[config.mk]
export PLATFORM = sky130hd
export DESIGN_NAME = output_port_scheduler
export DESIGN_NICKNAME = d
export VERILOG_FILES = /design/src/rtl/output_port_scheduler.sv
export SDC_FILE = /design/constraint.sdc
export NUM_CORES = 1
export LEC_CHECK = 0
export CAP_MARGIN = 20
export CORE_MARGIN = 3
export CORE_UTILIZATION = 39
export CTS_CLUSTER_DIAMETER = 50
export CTS_CLUSTER_SIZE = 30
export DETAILED_ROUTE_END_ITERATION = 10
export GPL_TIMING_DRIVEN = 0
export PLACE_DENSITY = 0.81
export SLEW_MARGIN = 20
export SYNTH_ARGS = -nofsm -noshare
export SYNTH_HDL_FRONTEND = slang
export SYNTH_SLANG_ARGS = --single-unit
export TNS_END_PERCENT = 1
[constraint.sdc]
create_clock -name clk1 -period 2.15 [get_ports clk1]
set_input_delay 0.43 -clock clk1 [delete_from_list [all_inputs] [get_ports clk1]]
set_output_delay 0.43 -clock clk1 [all_outputs]
set_load 0.02 [all_outputs]
[src/rtl/output_port_scheduler.sv]
// Round-robin egress scheduler: streams whole packets from three port buffers onto one byte link.
// Optional CRC checker enabled by defining SCHED_CRC_CHECK_EN.
module output_port_scheduler #(
  parameter int PTR_IN_SZ = 4,
  parameter int UWIDTH    = 8
) (
  input  logic                 clk1,
  input  logic                 rst,
  input  logic                 rempty_port_1,
  input  logic                 rempty_port_2,
  input  logic                 rempty_port_3,
  input  logic [UWIDTH-1:0]    rdata_port_1,
  input  logic [UWIDTH-1:0]    rdata_port_2,
  input  logic [UWIDTH-1:0]    rdata_port_3,
  output logic [PTR_IN_SZ-1:0] raddr_port_1,
  output logic [PTR_IN_SZ-1:0] raddr_port_2,
  output logic [PTR_IN_SZ-1:0] raddr_port_3,
  output logic                 rinc_port_1,
  output logic                 rinc_port_2,
  output logic                 rinc_port_3,
  input  logic                 out_ready_i,
  output logic [UWIDTH-1:0]    pdata_o,
  output logic                 packet_valid_o,
  output logic [1:0]           port_sel_o,
  output logic                 busy_o,
  output logic                 crc_err_o,
  output logic [7:0]           err_cnt_o
);

  typedef enum logic [1:0] {
    IDLE,
    SEND,
    RELEASE
  } state_t;

  state_t               state;
  logic [1:0]           rr_ptr;
  logic [1:0]           pick;
  logic [2:0]           pend;
  logic [PTR_IN_SZ-1:0] idx;
  logic [3:0]           len;
  logic [UWIDTH-1:0]    rdata;
  logic                 xfer;
  logic                 last;
  logic                 sending;

  assign pend = {~rempty_port_3, ~rempty_port_2, ~rempty_port_1};

  // First pending port at or after rr_ptr, wrapping 3 -> 1.
  always_comb begin
    pick = 2'd0;
    case (rr_ptr)
      2'd2: begin
        if (pend[1])      pick = 2'd2;
        else if (pend[2]) pick = 2'd3;
        else if (pend[0]) pick = 2'd1;
      end
      2'd3: begin
        if (pend[2])      pick = 2'd3;
        else if (pend[0]) pick = 2'd1;
        else if (pend[1]) pick = 2'd2;
      end
      default: begin
        if (pend[0])      pick = 2'd1;
        else if (pend[1]) pick = 2'd2;
        else if (pend[2]) pick = 2'd3;
      end
    endcase
  end

  always_comb begin
    rdata = '0;
    case (port_sel_o)
      2'd1:    rdata = rdata_port_1;
      2'd2:    rdata = rdata_port_2;
      2'd3:    rdata = rdata_port_3;
      default: rdata = '0;
    endcase
  end

  assign sending        = (state == SEND);
  assign xfer           = sending && out_ready_i;
  assign last           = (idx >= PTR_IN_SZ'(3)) &&
                          (idx == PTR_IN_SZ'(len - 4'd1));
  assign packet_valid_o = sending;
  assign busy_o         = (state != IDLE);
  assign pdata_o        = sending ? rdata : '0;

  assign raddr_port_1 = (sending && port_sel_o == 2'd1) ? idx : '0;
  assign raddr_port_2 = (sending && port_sel_o == 2'd2) ? idx : '0;
  assign raddr_port_3 = (sending && port_sel_o == 2'd3) ? idx : '0;

  assign rinc_port_1 = (state == RELEASE) && (port_sel_o == 2'd1);
  assign rinc_port_2 = (state == RELEASE) && (port_sel_o == 2'd2);
  assign rinc_port_3 = (state == RELEASE) && (port_sel_o == 2'd3);

  always_ff @(posedge clk1 or negedge rst) begin
    if (!rst) begin
      state      <= IDLE;
      rr_ptr     <= 2'd1;
      idx        <= '0;
      len        <= '0;
      port_sel_o <= '0;
    end else begin
      unique case (state)
        IDLE: begin
          if (pick != 2'd0) begin
            port_sel_o <= pick;
            idx        <= '0;
            state      <= SEND;
          end
        end
        SEND: begin
          if (xfer) begin
            idx <= idx + 1'b1;
            if (idx == PTR_IN_SZ'(2))
              len <= {1'b0, rdata[2:0]} + 4'd4;
            if (last)
              state <= RELEASE;
          end
        end
        RELEASE: begin
          rr_ptr     <= (port_sel_o == 2'd3) ? 2'd1 : port_sel_o + 2'd1;
          port_sel_o <= '0;
          state      <= IDLE;
        end
        default: state <= IDLE;
      endcase
    end
  end

`ifdef SCHED_CRC_CHECK_EN
  logic [UWIDTH-1:0] crc;
  logic              crc_err;
  logic [7:0]        err_cnt;

  // XOR of every byte but the last; the last byte is the CRC itself.
  always_ff @(posedge clk1 or negedge rst) begin
    if (!rst) begin
      crc     <= '0;
      crc_err <= 1'b0;
      err_cnt <= '0;
    end else begin
      crc_err <= 1'b0;
      if (state == IDLE) begin
        crc <= '0;
      end else if (xfer) begin
        if (last) begin
          if (rdata != crc) begin
            crc_err <= 1'b1;
            if (err_cnt != 8'hFF)
              err_cnt <= err_cnt + 8'd1;
          end
        end else begin
          crc <= crc ^ rdata;
        end
      end
    end
  end

  assign crc_err_o = crc_err;
  assign err_cnt_o = err_cnt;
`else
  assign crc_err_o = 1'b0;
  assign err_cnt_o = '0;
`endif

endmodule

**Word level (Yosys, flattened, before mapping)**

Index checks and enable logic that the tools add are counted.
Widths: inputs -> output; s select.

- Add/sub/neg operators: 4
- Multiply operators: 0
- Div/mod/pow operators: 0
- Order comparisons: 1
- Equal/unequal tests: 12
- Shift-type cells: 0
- Muxes and demuxes: 25
- Bitwise operators: 0
- Reductions and logical operators: 17

Operator list:

| cell | count |
|---|---|
| $mux 2 | 13 |
| $pmux 8 s3 | 1 |
| $mux 4 | 5 |
| $pmux 2 s2 | 3 |
| $eq 2x2->1 const B | 5 |
| $reduce_and 3->1 | 3 |
| $logic_and 1x1->1 | 8 |
| $mux 8 | 1 |
| $pmux 4 s2 | 1 |
| $reduce_bool 2->1 | 4 |
| $ne 2x2->1 const B | 3 |
| $add 3x3->4 const B | 1 |
| $add 4x1->4 const B | 1 |
| $eq 2x1->1 const B | 2 |
| $eq 4x2->1 const B | 1 |
| $eq 4x4->1 | 1 |
| $ge 4x2->1 const B | 1 |
| $sub 4x1->4 const B | 1 |
| $add 2x1->2 const B | 1 |
| $logic_not 2->1 | 1 |
| $reduce_and 2->1 | 1 |
| $mux 1 | 1 |

- Bits in registers: 14
- Latch bits: 0
- RAM bits: 0
- ROM bits: 0
- Bits of input ports: 30
- Output and inout port bits: 36
- Word-level logic and storage cells: 64
- Memories: 0

**Longest topological paths before layout**

Gate-level depths: netlist of the first run.

- Depth after elaboration: 7
- Mapped depth: 5
- Mapped depth without buffers: 5

**Least setup slack after synthesis of the first run**

Ideal clock, no wire load.

- Kind: register to output
- Start: register port_sel_o[0]
- End: output pdata_o[6]
- Arrival time: 1.476 ns
- Required time: 1.720 ns
- Slack: 0.244 ns
- Cell stages (with the launch flop): 6
- Buffers on the path: 1
- Cell sequence: dfrtp_1 inv_1 ha_1 clkbuf_1 a222oi_1 nor2_1

- Longest elaborated chain between the ends: 3
- Elaborated cells on any way between the ends: 5
- Those cells by class: 3 x eq/ne; 2 x mux

RTL lines:

| what | RTL line | text |
|---|---|---|
| from (decl) | 24 | `output logic [1:0] port_sel_o,` |
| from (signal assigned) | 108 | `port_sel_o <= pick;` |
| $eq 2x2->1 or $eq 2x1->1 (tied branches) | 73 | `case (port_sel_o)` |
| $pmux 8 s3 * | 73 |  |
| $mux 8 * | 87 | `assign pdata_o = sending ? rdata : '0;` |
| to (decl) | 22 | `output logic [UWIDTH-1:0] pdata_o,` |

Mark *: on every way between the ends. The rest lies on a longest branch, timed or not.

**Final worst setup path of the first run**

- Start: register port_sel_o[1]
- End: output pdata_o[7]

Same word-level chain as after synthesis.

==> results by group, run 1 <==
Run status
  • Status: complete, no violations

Routing
  • DRT Wirelength: 3.261 mm
  • Initial drt markers: 128
  • WL per Instance: 13.82 µm
  • DRC: 0
  • Post-route ant nets: 0
  • Via count: 1223
  • DR vias/cell: 5.182
  • Drt pass-1 iters: 5

CTS
  • Root Driver: clkbuf_4
  • CTS tree: built
  • CTS H-tree lvls: 1
  • Clk buf depth: 2
  • Reg clk slew, reported paths: 0.09 ns
  • Hold-fix buffers at CTS: 0
  • # clock sinks: 14
  • Clock latency on the worst-skew pair: 0.27 ns
  • Num CTS Buffers: 3

Timing
  • RSZ-0062 raised after global routing: true
  • Period minus WS final: 2.136 ns
  • Fin crit share: 0.9937
  • Setup Skew: 0.002708 ns
  • Final Hold Fails: 0
  • Fmax: 468.1 MHz
  • Hold_ws: 0.4849 ns
  • # setup viols final: 0
  • Max transition margin: 0.5799
  • Slew Limit Fails: 0
  • Worst Tran Pin Value: 0.6281 ns

Yosys
  • Top-area cell type share of the netlist area: 0.2714
  • Yosys warning count: 0
  • Mux cell area share after synthesis: 0.05428
  • Xor and xnor area share after synthesis: 0.03653
  • Synth Area in Compound Gates: 0.1848
  • Synth top area cells: dfrtp_1 27%, ha_1 8.4%, a222oi_1 6.7%
  • Synth area leader: dfrtp_1
  • Largest family of logic cells by synthesized area: simple AND/OR/NAND/NOR gates
  • Cell count after synthesis: 135
  • Synth Area per Inst: 8.879 µm²
  • Async SR Flop Fraction: 1.000
  • Post-synthesis adder-cell area fraction: 0.08351
  • Number of flops mapped to enable cells by yosys: 0
  • Synth Cell Area: 1199 µm²
  • Synth Area in Simple Gates: 0.2296
  • Distinct cells, synth: 41
  • Primary FF master, synth: dfrtp_1
  • Register bit total from synthesis: 14
  • Seq/Total Area, Yosys: 0.2933

Cells and area
  • ANT cells: 0
  • Layout cells sized above 1: 0.2634
  • Most frequent cells in the layout: 31 x clkdlybuf4s50_1, 14 x nor2_1, 13 x buf_4
  • Synth-to-Final Area Change: 56.47%
  • Fin cells: 236
  • Fin area: 1876 µm²
  • Commonest non-fill, non-tap cell in the layout: clkdlybuf4s50_1
  • Nets: 244

GRT
  • GRT overflow: 0
  • Largest net degree at the start of global routing: 15
  • GRT Resource Usage Total: 0.1645
  • Initial antenna violation count: 0
  • First-pass GRT wire length: 4.857 mm
  • Number of global-route vias before repair: 1111

Pwr
  • PD cells: 1382 nW/µm²
  • VDD IR max: 0.8404 mV
  • Leak Pwr: 0.9445 nW

Worst setup path
  • Critical R2R Launch: idx[1]$_DFFE_PN0P_
  • Worst reg2reg path depth: 4
  • CP Data Arrival Time: 1.71 ns
  • CP Launch Point: port_sel_o[1]$_DFFE_PN0P_
  • CP endpoint: pdata_o[7]
  • R2r setup slk: 0.47 ns
  • Worst Path Required: 1.72 ns
  • Worst r2r dst: len[0]$_DFFE_PN0P_
  • CP Capture Type: primary output
  • Setup crit start kind: flop
  • Crit Path Max Fanout: 10
  • Setup Crit Path Kind: reg2out

Floorplan
  • # rows: 19
  • Die ar.: 3775 µm²
  • # IOs: 66
  • Starting Density: 0.4202
  • Die Width: 61.44 µm
  • Core area: 2853 µm²
  • Die height: 61.44 µm

Min path
  • Hold path depth: 2
  • Hold crit path type: reg2reg

Place
  • DP Area: 1828 µm²
  • Post-detail-place hpwl: 2.553 mm
  • Gpl congestion: 0.8380
  • I/O Buffers: 56
  • Dpl cells: 230

Run
  • # Max-Cap Violations: 0
[final cells by class]
class                   count  area [µm²]
fillers                   240       977.2
multi-input cells         104       764.5
repair buffers             58       523.0
flip-flops and latches     14       354.1
plain buffers              18       132.6
well taps                  31       38.79
clock buffers               4       36.28
inverters                   7       26.28
[sequential cells by signal, summed over array words and instances (netlist names)]
register,cells
idx,4
len,4
port_sel_o,2
rr_ptr,2
state,2
[cells by family (layout without fill, tap and decap cells)]
group | Yosys count | in the layout
compound gates | 27 | 27
xor+xnor | 5 | 5
fa+ha+maj | 8 | 8
buf+inv | 25 | 87
flops | 14 | 14
mux | 6 | 6
other cells | 1 | 9
simple gates | 49 | 49
[Yosys cell counts (2+ instances only)]
cell	number
xnor2_1	3
o21ai_0	5
nand2_1	4
and2_1	3
ha_1	8
dfrtp_1	13
mux2i_1	2
nor2b_1	4
mux2_2	4
buf_2	2
a22o_1	3
nor4_1	2
inv_1	7
o31ai_1	3
clkbuf_1	6
nor2_1	14
a222oi_1	8
and3_1	9
buf_4	9
a21o_1	2
and3_2	3
xor2_1	2
[per-layer routing]
metal / vias to the layer above / global-route usage / wire (µm)
met2: 60 / 0.3127 / 1541
met4: 0 / 0.02424 / 0
met3: 0 / 0.03354 / 383
li1: 605 / - / -
met1: 558 / 0.1928 / 1337
met5: - / 0 / 0
[timing repair]
action / in CTS / in global routing
cloned: 0 / 0
setup endpoints to repair: 25 / 21
pin swaps: 4 / 2
setup buffers: 2 / 0
gates resized for setup: 54 / 23
[worst min path at each step]
stage | start | endpoint | slack, ns
finish | rr_ptr[0]$_DFFE_PN1P_ | rr_ptr[0]$_DFFE_PN1P_ | 0.48
global route | rr_ptr[0]$_DFFE_PN1P_ | rr_ptr[0]$_DFFE_PN1P_ | 0.50
floorplan | rst | idx[0]$_DFFE_PN0P_ | 0.13
CTS | rr_ptr[0]$_DFFE_PN1P_ | rr_ptr[0]$_DFFE_PN1P_ | 0.49
global placement | rr_ptr[0]$_DFFE_PN1P_ | rr_ptr[0]$_DFFE_PN1P_ | 0.47
detailed placement | rr_ptr[0]$_DFFE_PN1P_ | rr_ptr[0]$_DFFE_PN1P_ | 0.47
[report_power, final]
group / switching, mW / total, mW / internal (mW)
Combinational: 1.00 / 1.87 / 0.861
Clock: 0.0865 / 0.189 / 0.103
Sequential: 0.138 / 0.538 / 0.400
Total: 1.23 / 2.59 / 1.36
[critical path, stage by stage (launching register included)]
cell and delay [ns]:
dfrtp_2 0.43, inv_2 0.06, ha_2 0.19, buf_4 0.17, a222oi_1 0.34, nor2_1 0.07, buf_2 0.17
[through the flow]
step | util | worst slack [ns] | power [mW] | setup TNS [ns]
after floorplan | - | 0.2439 | 1.749 | 0
after global placement | 0.6408 | -0.2359 | 2.394 | -3.658
after detailed placement | 0.6408 | -0.2936 | 2.449 | -4.479
after CTS | 0.6592 | -0.1580 | 2.593 | -0.6013
after global routing | 0.6575 | -0.07688 | 2.804 | -0.2354
final | 0.6575 | 0.01360 | 2.593 | 0
Note: power is estimated with default switching activity, not from simulation.
==> run 2, diff against run 1 <==
--- a/config.mk
+++ b/config.mk
@@ -12,6 +12,7 @@
 export CTS_CLUSTER_SIZE = 30
 export DETAILED_ROUTE_END_ITERATION = 10
 export GPL_TIMING_DRIVEN = 0
+export HOLD_SLACK_MARGIN = 0.03
 export PLACE_DENSITY = 0.81
 export SLEW_MARGIN = 20
 export SYNTH_ARGS = -nofsm -noshare
==> results of run 2 <==
Same layout as run 1: the final DEF is identical, and so are final timing and power.
